### src/rtl/hazard_ctrl_if.sv
// hazard_ctrl_if
// Bundles the pipeline-side hazard inputs and the stall/flush/status outputs
// of hazard_ctrl.
//   master : pipeline side (drives ID/EX/MEM hazard info, receives controls)
//   slave  : hazard_ctrl (receives hazard info, drives controls and counters)
// Parameter CNT_W sets the performance-counter width and must match the
// hazard_ctrl instance it connects to.
interface hazard_ctrl_if #(
    parameter int CNT_W = 32
);
    logic [4:0]       ID_rs1;
    logic [4:0]       ID_rs2;
    logic             ID_rs1_used;
    logic             ID_rs2_used;
    logic             ID_jump;
    logic [4:0]       EX_rd;
    logic             EX_mem_read;
    logic             EX_branch_taken;
    logic             MEM_req;
    logic             MEM_ready;

    logic             stall_IF;
    logic             stall_ID;
    logic             flush_ID;
    logic             flush_EX;
    logic             stall_EX;
    logic             flush_WB;
    logic             mem_busy;
    logic             err;
    logic [CNT_W-1:0] cnt_lu;
    logic [CNT_W-1:0] cnt_flush;
    logic [CNT_W-1:0] cnt_mem;

    modport master (
        output ID_rs1, ID_rs2, ID_rs1_used, ID_rs2_used, ID_jump,
               EX_rd, EX_mem_read, EX_branch_taken, MEM_req, MEM_ready,
        input  stall_IF, stall_ID, flush_ID, flush_EX, stall_EX, flush_WB,
               mem_busy, err, cnt_lu, cnt_flush, cnt_mem
    );

    modport slave (
        input  ID_rs1, ID_rs2, ID_rs1_used, ID_rs2_used, ID_jump,
               EX_rd, EX_mem_read, EX_branch_taken, MEM_req, MEM_ready,
        output stall_IF, stall_ID, flush_ID, flush_EX, stall_EX, flush_WB,
               mem_busy, err, cnt_lu, cnt_flush, cnt_mem
    );
endinterface

### src/rtl/hazard_ctrl.sv
// hazard_ctrl
// Stall/flush controller for the five-stage pipeline. Detects load-use
// hazards, branch/jump redirects and data-memory wait states and drives the
// hold/bubble controls of the PC and pipeline registers. A small FSM tracks
// memory waits and latches a sticky error on timeout.
//
// Ports:
//   clk   : pipeline clock
//   rst_n : asynchronous active-low reset
//   hz    : hazard_ctrl_if.slave (hazard inputs, stall/flush outputs,
//           mem_busy, err, performance counters)
//
// Parameters:
//   MEM_TIMEOUT : consecutive MEM_WAIT stall cycles tolerated before ERR
//                 (1..65535)
//   CNT_W       : performance-counter width
//
// Optional feature macro: HAZARD_PERF_CNT_EN
//   defined   -> cnt_lu / cnt_flush / cnt_mem count winning conditions,
//                wrap at 2^CNT_W and freeze in ERR
//   undefined -> no counter registers, cnt_* tied to 0
//
// State | meaning
// ------+---------------------------------------------------------------
// RUN   | normal flow, no memory access outstanding beyond this cycle
// MEM_WAIT | at least one memory-stall cycle seen; wait_cnt counts them
// ERR   | memory timed out; pipeline frozen until reset
module hazard_ctrl #(
    parameter int MEM_TIMEOUT = 255,
    parameter int CNT_W       = 32
) (
    input  logic          clk,
    input  logic          rst_n,
    hazard_ctrl_if.slave  hz
);

    typedef enum logic [1:0] {
        RUN      = 2'd0,
        MEM_WAIT = 2'd1,
        ERR      = 2'd2
    } state_t;

    localparam logic [15:0] TIMEOUT = 16'(MEM_TIMEOUT);

    state_t      state_q, state_d;
    logic [15:0] wait_cnt_q, wait_cnt_d;

    logic lu;
    logic ms;
    logic c_mem, c_br, c_lu, c_jmp;

    always_comb begin
        lu = hz.EX_mem_read && (hz.EX_rd != 5'd0) &&
             ((hz.ID_rs1_used && (hz.ID_rs1 == hz.EX_rd)) ||
              (hz.ID_rs2_used && (hz.ID_rs2 == hz.EX_rd)));
        ms = hz.MEM_req && !hz.MEM_ready;
    end

    // One-hot winner of the priority chain. In ERR the memory condition wins
    // regardless of MEM_ready. A branch under a memory stall is simply not
    // acted on: EX is frozen, so it re-presents after the stall releases.
    always_comb begin
        c_mem = (state_q == ERR) || ms;
        c_br  = !c_mem && hz.EX_branch_taken;
        c_lu  = !c_mem && !hz.EX_branch_taken && lu;
        c_jmp = !c_mem && !hz.EX_branch_taken && !lu && hz.ID_jump;
    end

    // Controls are Mealy so the pipeline registers act on the same edge;
    // gating with rst_n keeps them quiet while reset is held.
    always_comb begin
        hz.stall_IF = rst_n && (c_mem || c_lu);
        hz.stall_ID = rst_n && (c_mem || c_lu);
        hz.flush_ID = rst_n && (c_br || c_jmp);
        hz.flush_EX = rst_n && (c_br || c_lu);
        hz.stall_EX = rst_n && c_mem;
        hz.flush_WB = rst_n && c_mem;
    end

    always_comb begin
        state_d    = state_q;
        wait_cnt_d = wait_cnt_q;
        case (state_q)
            RUN: begin
                if (ms) begin
                    state_d    = MEM_WAIT;
                    wait_cnt_d = 16'd1;
                end
            end
            MEM_WAIT: begin
                if (!ms) begin
                    state_d    = RUN;
                    wait_cnt_d = 16'd0;
                end else if (wait_cnt_q == TIMEOUT) begin
                    state_d = ERR;
                end else begin
                    wait_cnt_d = wait_cnt_q + 16'd1;
                end
            end
            ERR: begin
                state_d = ERR;
            end
            default: begin
                state_d    = RUN;
                wait_cnt_d = 16'd0;
            end
        endcase
    end

    always_ff @(posedge clk or negedge rst_n) begin
        if (!rst_n) begin
            state_q    <= RUN;
            wait_cnt_q <= 16'd0;
        end else begin
            state_q    <= state_d;
            wait_cnt_q <= wait_cnt_d;
        end
    end

    assign hz.mem_busy = (state_q == MEM_WAIT);
    assign hz.err      = (state_q == ERR);

`ifdef HAZARD_PERF_CNT_EN
    logic [CNT_W-1:0] cnt_lu_q, cnt_lu_d;
    logic [CNT_W-1:0] cnt_flush_q, cnt_flush_d;
    logic [CNT_W-1:0] cnt_mem_q, cnt_mem_d;

    always_comb begin
        cnt_lu_d    = cnt_lu_q;
        cnt_flush_d = cnt_flush_q;
        cnt_mem_d   = cnt_mem_q;
        if (state_q != ERR) begin
            if (c_lu)
                cnt_lu_d = cnt_lu_q + 1'b1;
            if (c_br || c_jmp)
                cnt_flush_d = cnt_flush_q + 1'b1;
            if (c_mem)
                cnt_mem_d = cnt_mem_q + 1'b1;
        end
    end

    always_ff @(posedge clk or negedge rst_n) begin
        if (!rst_n) begin
            cnt_lu_q    <= '0;
            cnt_flush_q <= '0;
            cnt_mem_q   <= '0;
        end else begin
            cnt_lu_q    <= cnt_lu_d;
            cnt_flush_q <= cnt_flush_d;
            cnt_mem_q   <= cnt_mem_d;
        end
    end

    assign hz.cnt_lu    = cnt_lu_q;
    assign hz.cnt_flush = cnt_flush_q;
    assign hz.cnt_mem   = cnt_mem_q;
`else
    assign hz.cnt_lu    = '0;
    assign hz.cnt_flush = '0;
    assign hz.cnt_mem   = '0;
`endif

endmodule
### src/flat_wrapper.sv
// flat-port wrapper written by rule: the top's interface ports become plain ports
module hazard_ctrl_flat 
#(
    parameter int MEM_TIMEOUT = 255,
    parameter int CNT_W       = 32
)
  (clk, rst_n, hz_ID_rs1, hz_ID_rs2, hz_ID_rs1_used, hz_ID_rs2_used, hz_ID_jump, hz_EX_rd, hz_EX_mem_read, hz_EX_branch_taken, hz_MEM_req, hz_MEM_ready, hz_stall_IF, hz_stall_ID, hz_flush_ID, hz_flush_EX, hz_stall_EX, hz_flush_WB, hz_mem_busy, hz_err, hz_cnt_lu, hz_cnt_flush, hz_cnt_mem);
  hazard_ctrl_if #(.CNT_W(CNT_W)) hz_i ();
  input  logic clk;
  input  logic rst_n;
  input wire logic [$bits(hz_i.ID_rs1)-1:0] hz_ID_rs1;
  input wire logic [$bits(hz_i.ID_rs2)-1:0] hz_ID_rs2;
  input wire logic [$bits(hz_i.ID_rs1_used)-1:0] hz_ID_rs1_used;
  input wire logic [$bits(hz_i.ID_rs2_used)-1:0] hz_ID_rs2_used;
  input wire logic [$bits(hz_i.ID_jump)-1:0] hz_ID_jump;
  input wire logic [$bits(hz_i.EX_rd)-1:0] hz_EX_rd;
  input wire logic [$bits(hz_i.EX_mem_read)-1:0] hz_EX_mem_read;
  input wire logic [$bits(hz_i.EX_branch_taken)-1:0] hz_EX_branch_taken;
  input wire logic [$bits(hz_i.MEM_req)-1:0] hz_MEM_req;
  input wire logic [$bits(hz_i.MEM_ready)-1:0] hz_MEM_ready;
  output wire logic [$bits(hz_i.stall_IF)-1:0] hz_stall_IF;
  output wire logic [$bits(hz_i.stall_ID)-1:0] hz_stall_ID;
  output wire logic [$bits(hz_i.flush_ID)-1:0] hz_flush_ID;
  output wire logic [$bits(hz_i.flush_EX)-1:0] hz_flush_EX;
  output wire logic [$bits(hz_i.stall_EX)-1:0] hz_stall_EX;
  output wire logic [$bits(hz_i.flush_WB)-1:0] hz_flush_WB;
  output wire logic [$bits(hz_i.mem_busy)-1:0] hz_mem_busy;
  output wire logic [$bits(hz_i.err)-1:0] hz_err;
  output wire logic [$bits(hz_i.cnt_lu)-1:0] hz_cnt_lu;
  output wire logic [$bits(hz_i.cnt_flush)-1:0] hz_cnt_flush;
  output wire logic [$bits(hz_i.cnt_mem)-1:0] hz_cnt_mem;
  assign hz_i.ID_rs1 = hz_ID_rs1;
  assign hz_i.ID_rs2 = hz_ID_rs2;
  assign hz_i.ID_rs1_used = hz_ID_rs1_used;
  assign hz_i.ID_rs2_used = hz_ID_rs2_used;
  assign hz_i.ID_jump = hz_ID_jump;
  assign hz_i.EX_rd = hz_EX_rd;
  assign hz_i.EX_mem_read = hz_EX_mem_read;
  assign hz_i.EX_branch_taken = hz_EX_branch_taken;
  assign hz_i.MEM_req = hz_MEM_req;
  assign hz_i.MEM_ready = hz_MEM_ready;
  assign hz_stall_IF = hz_i.stall_IF;
  assign hz_stall_ID = hz_i.stall_ID;
  assign hz_flush_ID = hz_i.flush_ID;
  assign hz_flush_EX = hz_i.flush_EX;
  assign hz_stall_EX = hz_i.stall_EX;
  assign hz_flush_WB = hz_i.flush_WB;
  assign hz_mem_busy = hz_i.mem_busy;
  assign hz_err = hz_i.err;
  assign hz_cnt_lu = hz_i.cnt_lu;
  assign hz_cnt_flush = hz_i.cnt_flush;
  assign hz_cnt_mem = hz_i.cnt_mem;
  hazard_ctrl #(.MEM_TIMEOUT(MEM_TIMEOUT), .CNT_W(CNT_W)) u_core (.clk(clk), .rst_n(rst_n), .hz(hz_i));
endmodule
### config.mk
export PLATFORM = sky130hd
export DESIGN_NAME = hazard_ctrl_flat
export DESIGN_NICKNAME = d
export VERILOG_FILES = /design/src/rtl/hazard_ctrl_if.sv /design/src/rtl/hazard_ctrl.sv /design/src/flat_wrapper.sv
export SDC_FILE = /design/constraint.sdc
export NUM_CORES = 1
export LEC_CHECK = 0
export BUFFER_PORTS_ARGS = -buffer_cell sky130_fd_sc_hd__buf_2
export CAP_MARGIN = 20
export CORE_MARGIN = 2
export CORE_UTILIZATION = 40
export CTS_BUF_LIST = sky130_fd_sc_hd__clkbuf_8
export CTS_CLUSTER_DIAMETER = 60
export DETAILED_ROUTE_END_ITERATION = 10
export PLACE_DENSITY = 0.75
export SKIP_CTS_REPAIR_TIMING = 1
export SYNTH_ARGS = -nofsm -noshare
export SYNTH_HDL_FRONTEND = slang
export SYNTH_SLANG_ARGS = --single-unit
### constraint.sdc
create_clock -name clk -period 2 [get_ports clk]
set_input_delay 0 -clock clk [delete_from_list [all_inputs] [get_ports clk]]
set_output_delay 0 -clock clk [all_outputs]
set_load 0.005 [all_outputs]
==> key figures, run 1 <==
Floorplan
  • Starting Density: 41.14%
  • Placeable core region: 5042 sq um
  • Num ports: 128
  • Row count: 26
  • DIE AREA: 5778 sq um
  • Die width: 76.02 um
  • Die H: 76.02 um

Critical path
  • Worst setup SP type: register
  • Worst reg2reg path endpoint: u_core.wait_cnt_q[8]
  • Worst Setup EP: u_core.wait_cnt_q[8]
  • Required time worst endpoint: 2.19 ns
  • CP max FO: 7
  • R2R setup slack: 0.21 ns
  • Arrival time at the worst endpoint: 1.98 ns
  • Worst R2R Start: u_core.wait_cnt_q[0]
  • Kind of critical path: register to register
  • FF-to-FF path depth: 5
  • Crit end category: register
  • Worst setup startpoint: u_core.wait_cnt_q[0]

Job
  • Max-cap violations: 0

Power and ir drop
  • Max VDD drop: 0.1995 mV
  • PwrDens: 426.6 nW/um^2
  • Total power draw: 0.0008513 W
  • Leak: 1.049 nW

Drt
  • DRC: 0
  • Drt total wl: 3626 um
  • Wire length per cell: 10.45 um
  • First-pass DRT Iterations: 4
  • DR vias/cell: 4.467
  • ANT nets after route: 0
  • Vias: 1550
  • Drt initial violations: 192

Global route
  • Initial antenna violation count: 0
  • First-pass GRT wire length: 5602 um
  • GRT Overall Usage: 11.67%
  • Number of global-route vias before repair: 1226
  • Largest net degree at the start of global routing: 20
  • GR Overflow Total: 0

Logic synthesis
  • Async SR Flop Fraction: 100.0%
  • Synth Instances: 248
  • Synth cell types: 54
  • Avg Inst Size Synth: 8.365 sq um
  • Synthesized area: 2074 sq um
  • Post-synth EDFFs: 0
  • Register area share after synthesis: 21.71%
  • Synth warn: 0
  • Top FF cell, synth: dfrtp_1
  • Yosys reg bits: 18

Timing
  • Period utilization: 89.74%
  • Worst slew pin tran: 0.6310 ns
  • Setup TNS Final: 0 ns
  • Slew Limit Fails: 0
  • Fmax: 0.5572 GHz
  • Worst Clk Skew: 0.003290 ns
  • Setup violators final: 0
  • RSZ-0062 raised after global routing: no
  • Final Hold Vio Count: 0
  • Post-layout min period: 1.795 ns
  • Max_slew headroom: 57.33%

Place
  • Dpl hpwl: 2865 um
  • Routability cong.: 0.8668
  • Port buffer count: 31

Finish
  • FILL cells: 516
  • Layout area overhead: -3.800%
  • Nets: 303
  • Fraction of layout cells with a size suffix above 1: 18.41%
  • Antenna diodes: 0

Clock tree
  • Max Root-Sink Buffers: 2
  • CTS buffer count: 3
  • Clock transition at path regs: 0.07 ns
  • H-tree lvl count: 1
  • CTS tree: done
  • Sink Count: 18
  • Root Driver: clkbuf_8
  • Clk Latency, worst-skew pair: 0.26 ns

Outcome
  • Status: complete, no violations

Hold path
  • Worst Hold Class: input port to register
==> cell usage after synthesis (2+ instances only) <==
library cell / n / area share (%)
or4_1: 3 / 1.1
nand2b_1: 3 / 0.90
nand3_1: 7 / 1.7
a21o_1: 2 / 0.72
nand4_1: 2 / 0.60
a31o_2: 2 / 0.84
nor3_1: 3 / 0.72
and4_1: 3 / 1.3
a32oi_1: 3 / 1.3
xor2_1: 8 / 3.4
nor4_1: 4 / 1.2
nand2_1: 17 / 3.1
o21ai_0: 3 / 0.72
or2_2: 3 / 0.90
nor2b_1: 3 / 0.90
nor4_2: 2 / 1.2
a21oi_1: 2 / 0.48
and3_1: 5 / 1.5
a31oi_1: 8 / 2.4
buf_2: 4 / 0.97
o21ai_1: 5 / 1.2
mux2i_1: 2 / 0.97
inv_1: 2 / 0.36
dfrtp_1: 18 / 22
xnor2_1: 4 / 1.7
buf_4: 99 / 36
nor2_1: 3 / 0.54
o311ai_1: 2 / 0.84
==> flip-flops by register name (all words and copies together), names as in the netlist <==
| register | cells |
|---|---|
| u_core.state_q | 2 |
| u_core.wait_cnt_q | 16 |
==> layout by cell type (no fill, tap or decap), types with 5 or more instances in the layout <==
master / instances
and3_1: 5
buf_2: 31
nand2_1: 17
o21ai_1: 5
buf_4: 5
dfrtp_1: 18
conb_1: 96
xor2_1: 8
a31oi_1: 8
nand3_1: 7
==> through the flow <==
stage | setup WS (ns) | cell area (sq um) | util [%] | instances | hold slack (ns)
3_3_place_gp | 0.2961 | 1931 | 38.29 | 342 | 0.05030
3_5_place_dp | 0.2401 | 1931 | 38.29 | 342 | 0.04458
2_1_floorplan | 0.2747 | 2431 | - | 343 | -0.2956
4_1_cts | 0.2213 | 1986 | 39.38 | 346 | -0.2348
6_report | 0.2052 | 1996 | 39.58 | 347 | 0.1561
5_1_grt | 0.05406 | 1996 | 39.58 | 347 | 0.2079
==> critical path: stages (launching register included) <==
cell	delay (ns)
dfrtp_1	0.43
ha_1	0.23
and3_1	0.29
nand2_1	0.14
or4_1	0.48
a21boi_1	0.15
==> metal layers <==
layer	share of wire (%)	routed length [um]	track usage, %
met1	41	1494	14.59
met2	48	1738	19.73
met3	9.8	355	2.607
met4	1.0	37	4.364
met5	0	0	0
==> power breakdown <==
| group | switching, W | internal (W) | total [W] |
|---|---|---|---|
| combinational | 0.000110 | 0.0000625 | 0.000173 |
| sequential | 0.00000672 | 0.000369 | 0.000376 |
| clock | 0.000127 | 0.000175 | 0.000302 |
==> how the worst min path moves through the flow <==
| stage | end | slack [ns] | start | depth (start not counted) |
|---|---|---|---|---|
| finish | u_core.wait_cnt_q[11] | 0.16 | hz_MEM_ready | 4 |
| global placement | u_core.wait_cnt_q[12] | 0.05 | rst_n | 2 |
| global route | u_core.wait_cnt_q[11] | 0.21 | hz_MEM_ready | 4 |
| floorplan | u_core.state_q[0] | -0.30 | rst_n | 0 |
| detailed placement | u_core.wait_cnt_q[10] | 0.04 | rst_n | 2 |
| CTS | u_core.wait_cnt_q[10] | -0.23 | rst_n | 2 |
==> area by class of cell <==
type | count | area (sq um) | area share, %
inverters | 2 | 7.507 | 0.3762
flip-flops and latches | 18 | 450.4 | 22.57
well taps | 70 | 87.58 | 4.389
repair buffers | 37 | 202.7 | 10.16
multi-input cells | 216 | 1192 | 59.75
clock buffers | 4 | 55.05 | 2.759
==> cells by family after synthesis <==
group | count (synthesis) | synth area share, %
compound gates | 38 | 13.21
mux | 2 | 0.9651
other cells | 1 | 0.1808
xor+xnor | 12 | 5.066
buf+inv | 109 | 38.30
flops | 18 | 21.71
fa+ha+maj | 1 | 0.6030
simple gates | 67 | 19.96
No activity file was read; power rests on OpenSTA's default activity.
==> run 2, diff against run 1 <==
--- a/config.mk
+++ b/config.mk
@@ -12,6 +12,7 @@
 export CTS_BUF_LIST = sky130_fd_sc_hd__clkbuf_8
 export CTS_CLUSTER_DIAMETER = 60
 export DETAILED_ROUTE_END_ITERATION = 10
+export MAX_ROUTING_LAYER = met4
 export PLACE_DENSITY = 0.75
 export SKIP_CTS_REPAIR_TIMING = 1
 export SYNTH_ARGS = -nofsm -noshare
==> run 2 against run 1 <==
Compared with the run above: register-to-register slack about the same; critical path depth is the same; global-route usage increased by 0.26 points; non-clock buffer count unchanged; critical path type unchanged; worst hold slack worse by 0.0030 ns.
==> key figures, run 2 (synthesis results as in run 1) <==
Outcome
  • Status: complete, no violations

Critical path
  • Arrival time at the worst endpoint: 1.98 ns
  • FF-to-FF path depth: 5
  • Worst R2R Start: u_core.wait_cnt_q[0]
  • Worst setup SP type: register
  • Worst reg2reg path endpoint: u_core.wait_cnt_q[8]
  • CP max FO: 7
  • Required time worst endpoint: 2.19 ns
  • Crit end category: register
  • R2R setup slack: 0.21 ns
  • Kind of critical path: register to register

Timing
  • Worst Slack Setup Final: 0.2127 ns
  • Post-layout min period: 1.787 ns
  • Worst Clk Skew: 0.003822 ns
  • Final Hold Vio Count: 0
  • Period utilization: 89.36%
  • Max_slew headroom: 58.22%
  • Setup violators final: 0
  • RSZ-0062 raised after global routing: no
  • Setup TNS Final: 0 ns
  • Slew Limit Fails: 0
  • Fmax: 0.5595 GHz
  • Worst slew pin tran: 0.6178 ns

Floorplan
  • Die H: 76.02 um
  • Starting Density: 41.14%
  • Num ports: 128
  • Row count: 26
  • DIE AREA: 5778 sq um
  • Die width: 76.02 um
  • Placeable core region: 5042 sq um

Drt
  • Detail Route met3 WL: 380 um
  • DR WL met2: 1735 um
  • Vias: 1533
  • M1 WL: 1475 um
  • Wire length per cell: 10.46 um
  • DRC: 0
  • ANT nets after route: 0
  • Drt total wl: 3628 um
  • DR vias/cell: 4.418
  • First-pass DRT Iterations: 4
  • Drt initial violations: 177
  • Top routing layer used: met4

Global route
  • First-pass GRT wire length: 5589 um
  • GRT Overall Usage: 11.93%
  • Number of global-route vias before repair: 1228
  • Largest net degree at the start of global routing: 20
  • Initial antenna violation count: 0
  • GR Overflow Total: 0

Hold path
  • Hold Path Origin: hz_MEM_ready
  • Hold EP: u_core.wait_cnt_q[11]
  • Worst Hold Class: input port to register
  • Hold Path Depth: 4

Clock tree
  • Clock transition at path regs: 0.07 ns
  • H-tree lvl count: 1
  • Root Driver: clkbuf_8
  • Clk Latency, worst-skew pair: 0.26 ns
  • Sink Count: 18
  • CTS buffer count: 3
  • CTS tree: done
  • Max Root-Sink Buffers: 2

Finish
  • Most frequent cells in the layout: conb_1, buf_2, dfrtp_1, nand2_1
  • Fin util: 39.58%
  • Reg with most FFs: u_core.wait_cnt_q
  • Nets: 303
  • Fraction of layout cells with a size suffix above 1: 18.41%
  • Design area: 1996 sq um
  • Layout area overhead: -3.800%
  • Most common cell after layout, fill and taps aside: conb_1
  • Max reg flops: 16
  • Top Registers: u_core.wait_cnt_q (16), u_core.state_q (2)
  • Antenna diodes: 0

Power and ir drop
  • PwrDens: 429.0 nW/um^2
  • Max VDD drop: 0.2008 mV
  • Leak: 1.049 nW

Place
  • Port buffer count: 31
  • Dpl hpwl: 2865 um
  • Routability cong.: 0.8809
  • Post-Place Worst Slack: 0.2401 ns
  • Dpl cell area: 1931 sq um

Job
  • Max-cap violations: 0
-- run 2: cell counts in the layout (fill, tap and decap cells not counted) --
No cell type changed its count.
-- run 2: report_power, final --
part	internal, W	total (W)	leakage [nW]	switching [W]
sequential	0.000369	0.000376	0.248	0.00000665
combinational	0.0000624	0.000172	0.772	0.000110
clock	0.000175	0.000308	0.0288	0.000132
total	0.000607	0.000856	1.05	0.000249
-- run 2: worst max-delay path, stage by stage (launching register included) --
cell and delay, ns:
dfrtp_1 0.43, ha_1 0.23, and3_1 0.29, nand2_1 0.14, or4_1 0.48, a21boi_1 0.15
-- run 2: cell type report --
cell class | instances | area (sq um)
fillers | 516 | 3047
multi-input cells | 216 | 1192
flip-flops and latches | 18 | 450.4
repair buffers | 37 | 202.7
well taps | 70 | 87.58
clock buffers | 4 | 55.05
inverters | 2 | 7.507
-- run 2: stage by stage --
step | total power (W) | cells | hold slack [ns]
CTS | 0.0008529 | 346 | -0.2348
finish | 0.0008562 | 347 | 0.1531
global placement | 0.0005469 | 342 | 0.05030
global route | 0.0008973 | 347 | 0.2110
detailed placement | 0.0005508 | 342 | 0.04458
floorplan | 0.0006274 | 343 | -0.2956
-- run 2: how the worst max path moves through the flow --
stage,from,to,slack (ns),depth (start not counted)
6_report,u_core.wait_cnt_q[0],u_core.wait_cnt_q[8],0.21,5
5_1_grt,u_core.wait_cnt_q[0],u_core.wait_cnt_q[8],0.05,5
4_1_cts,u_core.wait_cnt_q[0],u_core.wait_cnt_q[8],0.22,5
3_5_place_dp,u_core.wait_cnt_q[0],u_core.wait_cnt_q[8],0.24,5
3_3_place_gp,u_core.wait_cnt_q[0],u_core.wait_cnt_q[5],0.30,5
2_1_floorplan,u_core.wait_cnt_q[0],u_core.wait_cnt_q[5],0.27,7
-- run 2: per-layer routing --
| metal | GRT usage (%) | up-vias |
|---|---|---|
| met5 | - | - |
| met1 | 14.59 | 715 |
| met2 | 19.73 | 88 |
| met3 | 2.251 | 5 |
| met4 | 4.364 | 0 |
| li1 | - | 725 |
